$ cat config.mk
export PLATFORM = sky130hd
export DESIGN_NAME = ahb_lite_master_arb
export DESIGN_NICKNAME = d
export VERILOG_FILES = /design/src/rtl/ahb_lite_pkg.sv /design/src/rtl/ahb_lite_arb_in_stage.sv /design/src/rtl/ahb_lite_master_arb.sv
export SDC_FILE = /design/constraint.sdc
export NUM_CORES = 1
export LEC_CHECK = 0
export ABC_AREA = 1
export CORE_AREA = 2 2 132 134
export DETAILED_ROUTE_END_ITERATION = 8
export DIE_AREA = 0 0 134 136
export PLACE_DENSITY = 0.77
export SLEW_MARGIN = 5
export SYNTH_ARGS = -nofsm -noshare
export SYNTH_HDL_FRONTEND = slang
export SYNTH_SLANG_ARGS = --single-unit
export TNS_END_PERCENT = 10
$ cat constraint.sdc
create_clock -name HCLK -period 1.7 [get_ports HCLK]
set_clock_uncertainty 0.15 [all_clocks]
set_input_delay 0.255 -clock HCLK [delete_from_list [all_inputs] [get_ports HCLK]]
set_output_delay 0.255 -clock HCLK [all_outputs]
set_load 0.01 [all_outputs]
$ cat src/rtl/ahb_lite_pkg.sv
// Shared AHB-Lite encodings and types for the two-master arbiter.
package ahb_lite_pkg;

  localparam logic [1:0] HTRANS_IDLE   = 2'b00;
  localparam logic [1:0] HTRANS_BUSY   = 2'b01;
  localparam logic [1:0] HTRANS_NONSEQ = 2'b10;
  localparam logic [1:0] HTRANS_SEQ    = 2'b11;

  localparam logic [2:0] HBURST_SINGLE = 3'b000;
  localparam logic [2:0] HBURST_INCR   = 3'b001;
  localparam logic [2:0] HBURST_INCR4  = 3'b011;

  localparam logic [2:0] HSIZE_BYTE = 3'b000;
  localparam logic [2:0] HSIZE_HALF = 3'b001;
  localparam logic [2:0] HSIZE_WORD = 3'b010;

  typedef logic master_id_t;

  // Everything that travels with an address phase apart from the address itself.
  typedef struct packed {
    logic [1:0] htrans;
    logic       hwrite;
    logic [2:0] hsize;
    logic [2:0] hburst;
    logic [3:0] hprot;
    logic       hmastlock;
  } ahb_ctrl_t;

  function automatic logic is_active(input logic [1:0] htrans);
    return htrans[1];
  endfunction

endpackage

$ cat src/rtl/ahb_lite_arb_in_stage.sv
// Per-master input stage: parks one address phase while the other master owns the bus
// and produces this master's hready.
module ahb_lite_arb_in_stage
  import ahb_lite_pkg::*;
#(
  parameter int ADDR_W = 32
) (
  input  logic              clk,
  input  logic              rst_n,
  input  logic [ADDR_W-1:0] haddr,
  input  ahb_ctrl_t         ctrl,
  input  logic              bus_hready,
  input  logic              is_addr_owner,
  input  logic              is_data_owner,
  output logic              hready,
  output logic              pending,
  output logic              req,
  output logic [ADDR_W-1:0] hold_addr,
  output ahb_ctrl_t         hold_ctrl
);

  always_comb begin
    if (is_data_owner)      hready = bus_hready;
    else if (pending)       hready = 1'b0;
    else if (is_addr_owner) hready = bus_hready;
    else                    hready = 1'b1;
  end

  assign req = pending | is_active(ctrl.htrans);

  // Capture does not depend on bus_hready: the master sees its address taken even
  // while the bus is stalled, and then waits here until it is issued.
  always_ff @(posedge clk or negedge rst_n) begin
    if (!rst_n) begin
      pending   <= 1'b0;
      hold_addr <= '0;
      hold_ctrl <= '0;
    end else if (pending) begin
      if (bus_hready && is_addr_owner) pending <= 1'b0;
    end else if (hready && is_active(ctrl.htrans) && !is_addr_owner) begin
      pending   <= 1'b1;
      hold_addr <= haddr;
      hold_ctrl <= ctrl;
    end
  end

endmodule

$ cat src/rtl/ahb_lite_master_arb.sv
// Two-master AHB-Lite arbiter: owner/data-phase tracking, round-robin grant,
// address/control and write-data muxes onto a single AHB-Lite master port.
module ahb_lite_master_arb
  import ahb_lite_pkg::*;
#(
  parameter int ADDR_W         = 32,
  parameter int DATA_W         = 32,
  parameter int DEFAULT_MASTER = 0
) (
  input  logic              HCLK,
  input  logic              HRESETn,
  input  logic [ADDR_W-1:0] m0_haddr,
  input  logic [1:0]        m0_htrans,
  input  logic              m0_hwrite,
  input  logic [2:0]        m0_hsize,
  input  logic [2:0]        m0_hburst,
  input  logic [3:0]        m0_hprot,
  input  logic              m0_hmastlock,
  input  logic [DATA_W-1:0] m0_hwdata,
  output logic              m0_hready,
  output logic              m0_hresp,
  output logic [DATA_W-1:0] m0_hrdata,
  input  logic [ADDR_W-1:0] m1_haddr,
  input  logic [1:0]        m1_htrans,
  input  logic              m1_hwrite,
  input  logic [2:0]        m1_hsize,
  input  logic [2:0]        m1_hburst,
  input  logic [3:0]        m1_hprot,
  input  logic              m1_hmastlock,
  input  logic [DATA_W-1:0] m1_hwdata,
  output logic              m1_hready,
  output logic              m1_hresp,
  output logic [DATA_W-1:0] m1_hrdata,
  output logic [ADDR_W-1:0] HADDR,
  output logic [1:0]        HTRANS,
  output logic              HWRITE,
  output logic [2:0]        HSIZE,
  output logic [2:0]        HBURST,
  output logic [3:0]        HPROT,
  output logic              HMASTLOCK,
  output logic [DATA_W-1:0] HWDATA,
  input  logic              HREADY,
  input  logic              HRESP,
  input  logic [DATA_W-1:0] HRDATA,
  output logic              hmaster
);

  // Handshake: an address phase is accepted on a rising edge with hready=1 and
  // htrans NONSEQ/SEQ; its data phase completes on the next rising edge with hready=1.

  localparam master_id_t DEFAULT_ID = master_id_t'(DEFAULT_MASTER != 0);

  master_id_t addr_owner, data_owner;
  logic       data_vld;

  ahb_ctrl_t         live0, live1, hold0, hold1, fwd_ctrl;
  logic [ADDR_W-1:0] hold_addr0, hold_addr1, fwd_addr;
  logic              pending0, pending1, req0, req1;
  logic              keep_owner, other_req;

  assign live0 = '{htrans: m0_htrans, hwrite: m0_hwrite, hsize: m0_hsize,
                   hburst: m0_hburst, hprot: m0_hprot, hmastlock: m0_hmastlock};
  assign live1 = '{htrans: m1_htrans, hwrite: m1_hwrite, hsize: m1_hsize,
                   hburst: m1_hburst, hprot: m1_hprot, hmastlock: m1_hmastlock};

  ahb_lite_arb_in_stage #(.ADDR_W(ADDR_W)) u_in0 (
    .clk           (HCLK),
    .rst_n         (HRESETn),
    .haddr         (m0_haddr),
    .ctrl          (live0),
    .bus_hready    (HREADY),
    .is_addr_owner (addr_owner == 1'b0),
    .is_data_owner (data_vld && data_owner == 1'b0),
    .hready        (m0_hready),
    .pending       (pending0),
    .req           (req0),
    .hold_addr     (hold_addr0),
    .hold_ctrl     (hold0)
  );

  ahb_lite_arb_in_stage #(.ADDR_W(ADDR_W)) u_in1 (
    .clk           (HCLK),
    .rst_n         (HRESETn),
    .haddr         (m1_haddr),
    .ctrl          (live1),
    .bus_hready    (HREADY),
    .is_addr_owner (addr_owner == 1'b1),
    .is_data_owner (data_vld && data_owner == 1'b1),
    .hready        (m1_hready),
    .pending       (pending1),
    .req           (req1),
    .hold_addr     (hold_addr1),
    .hold_ctrl     (hold1)
  );

  always_comb begin
    fwd_addr = m0_haddr;
    fwd_ctrl = live0;
    if (addr_owner == 1'b0) begin
      if (pending0) begin
        fwd_addr = hold_addr0;
        fwd_ctrl = hold0;
      end
      if (!req0) fwd_ctrl.htrans = HTRANS_IDLE;
    end else begin
      fwd_addr = pending1 ? hold_addr1 : m1_haddr;
      fwd_ctrl = pending1 ? hold1 : live1;
      if (!req1) fwd_ctrl.htrans = HTRANS_IDLE;
    end
  end

  assign HADDR     = fwd_addr;
  assign HTRANS    = fwd_ctrl.htrans;
  assign HWRITE    = fwd_ctrl.hwrite;
  assign HSIZE     = fwd_ctrl.hsize;
  assign HBURST    = fwd_ctrl.hburst;
  assign HPROT     = fwd_ctrl.hprot;
  assign HMASTLOCK = fwd_ctrl.hmastlock;
  assign hmaster   = addr_owner;

  assign HWDATA    = (data_owner == 1'b1) ? m1_hwdata : m0_hwdata;
  assign m0_hresp  = HRESP && data_vld && (data_owner == 1'b0);
  assign m1_hresp  = HRESP && data_vld && (data_owner == 1'b1);
  assign m0_hrdata = HRDATA;
  assign m1_hrdata = HRDATA;

  // Bursts and locked sequences hold the bus until their owner stops presenting them.
  assign keep_owner = is_active(fwd_ctrl.htrans) &&
                      (fwd_ctrl.hburst != HBURST_SINGLE || fwd_ctrl.hmastlock);
  assign other_req  = (addr_owner == 1'b0) ? req1 : req0;

  always_ff @(posedge HCLK or negedge HRESETn) begin
    if (!HRESETn) begin
      addr_owner <= DEFAULT_ID;
      data_owner <= DEFAULT_ID;
      data_vld   <= 1'b0;
    end else if (HREADY) begin
      data_vld   <= is_active(fwd_ctrl.htrans);
      data_owner <= addr_owner;
      if (!keep_owner && other_req) addr_owner <= ~addr_owner;
    end
  end

endmodule

Word-level counts from Yosys, hierarchy flattened

Cells that the tools add are included.

Input port bits: 192
Logic and storage cells: 67
Output and inout bits: 147
Register bits after elaboration: 97

Mux-type cells: 22
Reduce and logical (&&, ||, !) cells: 20
Bitwise logic cells: 6

Operators with widths:

| operator          | count |
|---|---|
| $mux 32           | 4 |
| $mux 14           | 3 |
| $logic_and 1x1->1 | 13 |
| $mux 1            | 13 |
| $reduce_and 2->1  | 3 |
| $mux 2            | 2 |
| $not 1->1         | 4 |
| $reduce_bool 3->1 | 1 |
| $logic_not 1->1   | 2 |
| $or 1x1->1        | 2 |
| $logic_or 1x1->1  | 1 |

Logic depth before layout (Yosys ltp)

Gate-level depths: netlist (run 1).

Word-level depth: 9
Gate-level depth with buffers: 11

Hierarchy

From an unflattened synthesis (run 1), not the netlist that was laid out.

Cell total of the unflattened synthesis: 883
Area total of the unflattened synthesis: 6145.9 um2

Modules (own cells, without submodules):

| module                | instances | sequential area each (um2) | cells each | area an instance (um2) |
|---|---|---|---|---|
| ahb_lite_arb_in_stage | 2         | 1176.1                     | 208        | 1904.3 |
| ahb_lite_master_arb   | 1         | 75.1                       | 467        | 2337.2 |

Least setup slack after synthesis (run 1)

OpenSTA, ideal clock, no wires.

Kind: register to output
Start point: register addr_owner, in the netlist hmaster
End point: output HPROT[0]
Path buffers: 2
Stages on the path, launching flop included: 6
Path slack: -0.109 ns
Arrival time: 1.404 ns
Required time: 1.295 ns
Path through: dfrtp_1 -> inv_2 -> buf_2 -> buf_1 -> o21ai_0 -> o21ai_0

Cells in the longest elaborated chain, start to end: 1

RTL lines:

| what                   | RTL line                   | source |
|---|---|---|
| start, declared        | ahb_lite_master_arb.sv:53  | `master_id_t addr_owner, data_owner;` |
| start signal, assigned | ahb_lite_master_arb.sv:140 | `if (!keep_owner && other_req) addr_owner <= ~addr_owner;` |
| $mux 14                | ahb_lite_master_arb.sv:99  | `if (addr_owner == 1'b0) begin` |
| end, declared          | ahb_lite_master_arb.sv:39  | `output logic [3:0] HPROT,` |

Every way passes these cells.

Worst setup path in the final report (run 1)

Start point: register u_in1.pending
End point: output HADDR[21]

Cells in the longest elaborated chain, start to end: 2

RTL lines:

| what                   | RTL line                    | source |
|---|---|---|
| start, declared        | ahb_lite_arb_in_stage.sv:16 | `output logic pending,` |
| start signal, assigned | ahb_lite_arb_in_stage.sv:35 | `pending <= 1'b0;` |
| start signal, assigned | ahb_lite_arb_in_stage.sv:39 | `if (bus_hready && is_addr_owner) pending <= 1'b0;` |
| start signal, assigned | ahb_lite_arb_in_stage.sv:41 | `pending <= 1'b1;` |
| $mux 32                | ahb_lite_master_arb.sv:106  | `fwd_addr = pending1 ? hold_addr1 : m1_haddr;` |
| $mux 32                | ahb_lite_master_arb.sv:99   |  |
| end, declared          | ahb_lite_master_arb.sv:34   | `output logic [ADDR_W-1:0] HADDR,` |

Every way passes these cells.

==> impl_metrics.json, run 1 <==
{
  "synth-seq-cells": 97,
  "antenna_found_initial": 3,
  "clockRootBuffer": "clkbuf_16",
  "cts_max_path_buffers": 2,
  "status": "finished, violations left",
  "p_leak_nw": 4.82,
  "design_area_um2": 9670,
  "p_per_area_nw_per_um2": 1710,
  "viasPerCell": 4.84,
  "pwr-share-seq_pct": 23.8,
  "ios": 339,
  "dr.pass1.iters": 4,
  "cts_num_sinks": 97,
  "cts_htree_levels": 3,
  "wl_um": 23000,
  "ir_drop_mv": 0.848,
  "critPathRequiredTime_ns": 1.29,
  "yosysWarnings": 0,
  "hold_path.class": "input pin to asynchronous set/reset pin",
  "p_comb_share_pct": 63.8,
  "synth_compound_area_share_pct": 23.9,
  "max_freq_ghz": 0.490,
  "dieArea_um2": 18200,
  "synth_xor_area_share_pct": 0,
  "clkTransAtPathRegs_ns": 0.08,
  "drc": 0,
  "start_util_pct": 36.7,
  "hold_viol_final": 0,
  "grtUsageTotal_pct": 24.7,
  "numPortBuffers": 242,
  "wl_per_cell_um": 17.0,
  "netlist_instances": 865,
  "synthAdderAreaFrac_pct": 0,
  "syn_to_final_growth_pct": 55.9,
  "netlist_area_um2": 6200,
  "ant_nets": 0,
  "final_nets": 1312,
  "ys_seq_area_share_pct": 39.1,
  "setup_ws_ns": -0.343,
  "synth.distinct_cells": 23,
  "max_slew_margin_pct": 78.6,
  "avgSynthCellArea_um2": 7.17,
  "synth_top_family_by_area": "compound AO/OA/AOI/OAI gates",
  "cp-start-kind": "flop",
  "grt_max_degree": 52,
  "row_count": 48,
  "final_layout_size_suffix_gt1_share_pct": 28.6,
  "nFillCells": 1528,
  "setup_viol": 173,
  "internal_power_mw": 9.40,
  "worstPathArrival_ns": 1.64,
  "critPathMaxFanout": 8,
  "die_height_um": 136,
  "worstSetupPathType": "flop to primary output",
  "grt_pass1_vias": 6303,
  "finalMaxSlewViolations": 0,
  "end_kind": "primary output",
  "layout_common_cells": "nand2_1, clkdlybuf4s50_1, o21ai_1, inv_1, dfrtp_1",
  "r2r-start": "hmaster$_DFFE_PN0P_",
  "post_dp_cell_area_um2": 8870,
  "pre_cts_ws_ns": -0.745,
  "synthMuxAreaShare_pct": 0,
  "fin_crit_sh_pct": 120,
  "switching_share_pct": 43.2,
  "numCtsBuffers": 9,
  "grt_first_pass_wirelength_um": 34500,
  "gp_congestion": 0.806,
  "violations": "negative setup slack",
  "coreArea_um2": 16900,
  "grt_overflow": 0,
  "p_sw_mw": 7.14,
  "p_clk_share_pct": 12.4,
  "timing.final.crit_period_ns": 2.04,
  "detailed_place_hpwl_um": 16100,
  "clk_latency_ns": 0.35,
  "fp.dieW_um": 134,
  "layout_commonest_cell": "nand2_1",
  "syn_nets": 1057,
  "worst_pin_slew_ns": 0.321,
  "drt-initial-drc-count": 403,
  "rsz0062_at_grt": "yes",
  "critPathLaunch": "u_in1.pending$_DFF_PN0_",
  "max-cap-violations": 0,
  "routed-via-count": 6539,
  "cts_tree": "yes",
  "synthSimpleGateAreaFrac_pct": 17.3
}
-- registers in the layout (all words and copies together) (netlist names) --
signal / cells
u_in1.hold_ctrl: 14
u_in0.pending: 1
data_vld: 1
u_in0.hold_ctrl: 14
data_owner: 1
u_in1.pending: 1
u_in1.hold_addr: 32
hmaster: 1
u_in0.hold_addr: 32
-- cell families (layout without fill, tap and decap cells) --
group	Yosys count	count (layout)
AO/OA/AOI/OAI	264	264
buffers and inverters	225	485
flip-flops	97	97
other	0	2
AND/OR/NAND/NOR	279	279
-- layout make-up --
cell class,instances,area (µm²),area share (%)
Antenna cell,2,5.00,0.0518
Clock buffer,9,225,2.33
Clock inverter,7,70.1,0.725
Inverter,105,402,4.16
Multi-Input combinational cell,543,2760,28.6
Sequential cell,97,2430,25.1
Tap cell,225,282,2.91
Timing Repair Buffer,364,3490,36.1
-- cell usage after synthesis --
master / number / share of area, %
nand3_1: 12 / 0.97
nor2_2: 1 / 0.10
nand4_1: 1 / 0.10
o21ai_1: 60 / 4.8
o211ai_1: 1 / 0.12
buf_2: 8 / 0.65
inv_2: 3 / 0.18
buf_1: 6 / 0.36
clkbuf_1: 23 / 1.4
a21oi_2: 1 / 0.14
inv_1: 102 / 6.2
o21ai_0: 118 / 9.5
nand2_2: 1 / 0.10
buf_4: 69 / 8.4
nand2_1: 219 / 13
a22oi_1: 2 / 0.24
or2_2: 1 / 0.10
buf_6: 14 / 2.5
o21ai_2: 38 / 5.4
a22oi_2: 1 / 0.20
a21oi_1: 43 / 3.5
dfrtp_1: 97 / 39
nor2_1: 44 / 2.7
-- per-layer routing --
layer  track usage (%)  vias to the layer above  wire (µm)
met5                 0                        -          9
met4              9.69                        2        675
met3              6.23                       46       1770
met2              43.8                      306      11700
met1              28.7                     2987       8870
li1                  -                     3198          -
-- critical path: stages, from the launching register on --
cell     delay [ns]
dfrtp_1        0.41
inv_4          0.10
buf_12         0.15
buf_12         0.14
a21oi_4        0.13
o21ai_2        0.09
o21ai_1        0.09
buf_2          0.16
-- power by group through the flow --
stage	Clock (mW)	Sequential, mW	Combinational (mW)
after CTS	2.09	3.92	10.2
after detailed placement	0	3.89	9.25
final	2.05	3.93	10.6
after global routing	2.17	4.06	11.5
after floorplan	0	3.75	4.90
after global placement	0	3.85	9.10
-- worst paths after layout --
path,endpoint,depth (start not counted),slack (ns)
worst max-delay path,HADDR[21],7,-0.34
worst min-delay path,u_in0.hold_addr[7]$_DFFE_PN0P_,2,0.18
worst max register to register,hmaster$_DFFE_PN0P_,14,-0.27
worst min register to register,u_in1.hold_ctrl[13]$_DFFE_PN0P_,2,0.32
max in group asynchronous,u_in1.hold_addr[28]$_DFFE_PN0P_,3,0.62
min in group HCLK,u_in1.hold_addr[20]$_DFFE_PN0P_,3,0.32
-- stage by stage --
| stage | util, % | total power [mW] | TNS [ns] | cells | hold slack (ns) |
|---|---|---|---|---|---|
| global route | 57.2 | 17.7 | -42.53 | 1350 | 0.208 |
| floorplan | - | 8.65 | -0.674 | 865 | -0.191 |
| global placement | 52.6 | 13.0 | -43.28 | 1291 | 0.0238 |
| detailed placement | 52.6 | 13.1 | -44.40 | 1291 | 0.0213 |
| finish | 57.3 | 16.5 | -30.33 | 1352 | 0.184 |
| CTS | 56.5 | 16.2 | -26.96 | 1344 | 0.188 |
-- timing repair --
item | CTS | global route
setup endpoints to repair | 176 | 177
buffers inserted | 28 | 5
cloned | 8 | 2
resized for setup | 470 | 33
pin swaps | 9 | 5
endpoints found under the hold margin | 47 | 0
hold buffers | 1 | 0
Note: power is estimated with default switching activity, not from simulation.
==> run 2, diff against run 1 <==
--- a/config.mk
+++ b/config.mk
@@ -9,7 +9,8 @@
 export CORE_AREA = 2 2 132 134
 export DETAILED_ROUTE_END_ITERATION = 8
 export DIE_AREA = 0 0 134 136
-export PLACE_DENSITY = 0.77
+export DONT_BUFFER_PORTS = 1
+export SETUP_SLACK_MARGIN = 0.1
 export SLEW_MARGIN = 5
 export SYNTH_ARGS = -nofsm -noshare
 export SYNTH_HDL_FRONTEND = slang
==> run 2 against run 1 <==
  * The flow finishes with violations (negative hold slack, negative setup slack)
  * Largest cell class is now multi-input combinational cells
  * Final cell count fell by 13%
  * Sequential share of layout area grew 3.0 points
  * Fmax grew 0.69%
  * Wire length is 0.83% higher
  * Clock power about the same
  * Critical path depth is 2 lower
  * Global-route usage is 0.21 points lower
  * Sequential cell count stayed put
  * Worst setup slack better by 0.014 ns
  * Cell area down 11%
==> impl_metrics.json, run 2 (same netlist as run 1, synthesis figures left out) <==
{
  "final_layout_size_suffix_gt1_share_pct": 30.7,
  "antenna_found_initial": 3,
  "gp_congestion": 0.792,
  "setup_ws_ns": -0.328,
  "final_nets": 1133,
  "grt_overflow": 0,
  "power_mw": 16.4,
  "ios": 339,
  "finalMaxSlewViolations": 0,
  "routed-via-count": 6015,
  "dp.cells": 1032,
  "max_freq_ghz": 0.493,
  "cts_htree_levels": 3,
  "ir_drop_mv": 0.757,
  "critPathBufInv": 3,
  "clkTransAtPathRegs_ns": 0.08,
  "largestRegisters": "u_in0.hold_addr x32, u_in1.hold_addr x32",
  "grtUsageTotal_pct": 24.5,
  "max-cap-violations": 0,
  "p_leak_nw": 4.18,
  "cts_num_sinks": 97,
  "violations": "negative hold slack, negative setup slack",
  "max_slew_margin_pct": 79.7,
  "hold_buffers": 91,
  "numCtsBuffers": 9,
  "fin_crit_sh_pct": 119,
  "drc": 0,
  "wl_per_cell_um": 19.8,
  "hold_viol_final": 97,
  "row_count": 48,
  "cpLargestDelayFamily": "buffers and inverters",
  "detailed_place_hpwl_um": 15400,
  "r2r_cells": 9,
  "viasPerCell": 5.13,
  "fin_cells": 1172,
  "rsz0062_at_grt": "yes",
  "status": "finished, violations left",
  "timing.final.crit_period_ns": 2.03,
  "seqCellArea_um2": 2430,
  "ant_nets": 0,
  "worstPathArrival_ns": 1.62,
  "cts_tree": "yes",
  "coreArea_um2": 16900,
  "nFillCells": 1590,
  "crit_top_cell": "buf_4",
  "hold_path.class": "input pin to asynchronous set/reset pin",
  "cts_max_path_buffers": 2,
  "grt_first_pass_wirelength_um": 33500,
  "fp.dieW_um": 134,
  "clk_latency_ns": 0.35,
  "path_cells": "buf_4 > a21oi_1 > o21ai_1 > buf_4 > buf_4",
  "hold_ws_ns": -0.564,
  "critPathMaxFanout": 14,
  "layout_common_cells": "nand2_1, o21ai_1, inv_1, dfrtp_1, dlygate4sd3_1",
  "r2r_end": "u_in0.hold_addr[7]$_DFFE_PN0P_",
  "drt-initial-drc-count": 420,
  "grt_max_degree": 98,
  "setup_viol": 140,
  "worstSetupPathType": "flop to primary output",
  "grt_pass1_vias": 5611,
  "multi_input_area_um2": 3020,
  "wl_um": 23200,
  "cp-start-kind": "flop",
  "worst_pin_slew_ns": 0.304,
  "clockRootBuffer": "clkbuf_16",
  "start_util_pct": 36.7,
  "critPathRequiredTime_ns": 1.29,
  "p_per_area_nw_per_um2": 1900,
  "max_stage_delay_ns": 0.46,
  "slowest_stage": "dfrtp_2",
  "reg2reg_slack_ns": -0.17,
  "die_height_um": 136,
  "layout_commonest_cell": "nand2_1",
  "end_kind": "primary output",
  "dr.pass1.iters": 5,
  "numPortBuffers": 0,
  "r2r-start": "data_owner$_DFFE_PN0P_",
  "syn_to_final_growth_pct": 39.1,
  "dieArea_um2": 18200
}
-- run 2: power by group --
part | leakage, nW | switching, mW | internal [mW]
Clock | 0.140 | 0.993 | 1.07
Combinational | 2.83 | 5.61 | 4.69
Sequential | 1.21 | 0.663 | 3.35
Total | 4.18 | 7.27 | 9.11
-- run 2: per-layer routing --
metal	global-route usage, %	vias to the layer above	wire (µm)
met2	40.3	272	11300
li1	-	2855	-
met1	30.2	2861	9170
met4	5.79	4	281
met3	9.96	23	2390
met5	0	-	23
-- run 2: timing repair --
| item | in CTS | in global routing |
|---|---|---|
| cloned | 11 | 4 |
| endpoints found under the setup margin | 145 | 177 |
| pin swaps | 8 | 14 |
| setup buffers | 9 | 11 |
| endpoints found under the hold margin | 191 | 97 |
| resized for setup | 173 | 91 |
-- run 2: worst max path at each step --
stage | from | to | cells after the start
after global placement | data_vld$_DFFE_PN0P_ | u_in0.hold_addr[6]$_DFFE_PN0P_ | 10
after detailed placement | data_vld$_DFFE_PN0P_ | u_in0.hold_addr[5]$_DFFE_PN0P_ | 10
after floorplan | u_in0.pending$_DFF_PN0_ | HPROT[1] | 4
after CTS | u_in1.pending$_DFF_PN0_ | HADDR[26] | 6
after global routing | hmaster$_DFFE_PN0P_ | HADDR[28] | 8
final | u_in0.pending$_DFF_PN0_ | HTRANS[1] | 5
-- run 2: cell type report --
class                   count  share of cell area, %
diodes                      1                 0.0290
clock inverters             6                  0.696
inverters                 105                   4.79
flip-flops and latches     97                   28.2
multi-input cells         543                   35.0
repair buffers            185                   25.3
clock buffers              10                   2.77
well taps                 225                   3.26
-- run 2: stage by stage --
stage / hold WS, ns / setup WS, ns / util (%) / area, µm² / setup TNS, ns
finish: -0.564 / -0.328 / 51.1 / 8630 / -16.48
global route: -0.583 / -0.392 / 51.1 / 8630 / -29.01
CTS: -0.576 / -0.295 / 49.0 / 8270 / -19.18
detailed placement: -0.188 / -0.0501 / 37.3 / 6290 / -0.660
global placement: -0.189 / -0.0260 / 37.3 / 6290 / -0.258
floorplan: -0.191 / 0.0532 / - / 6220 / 0
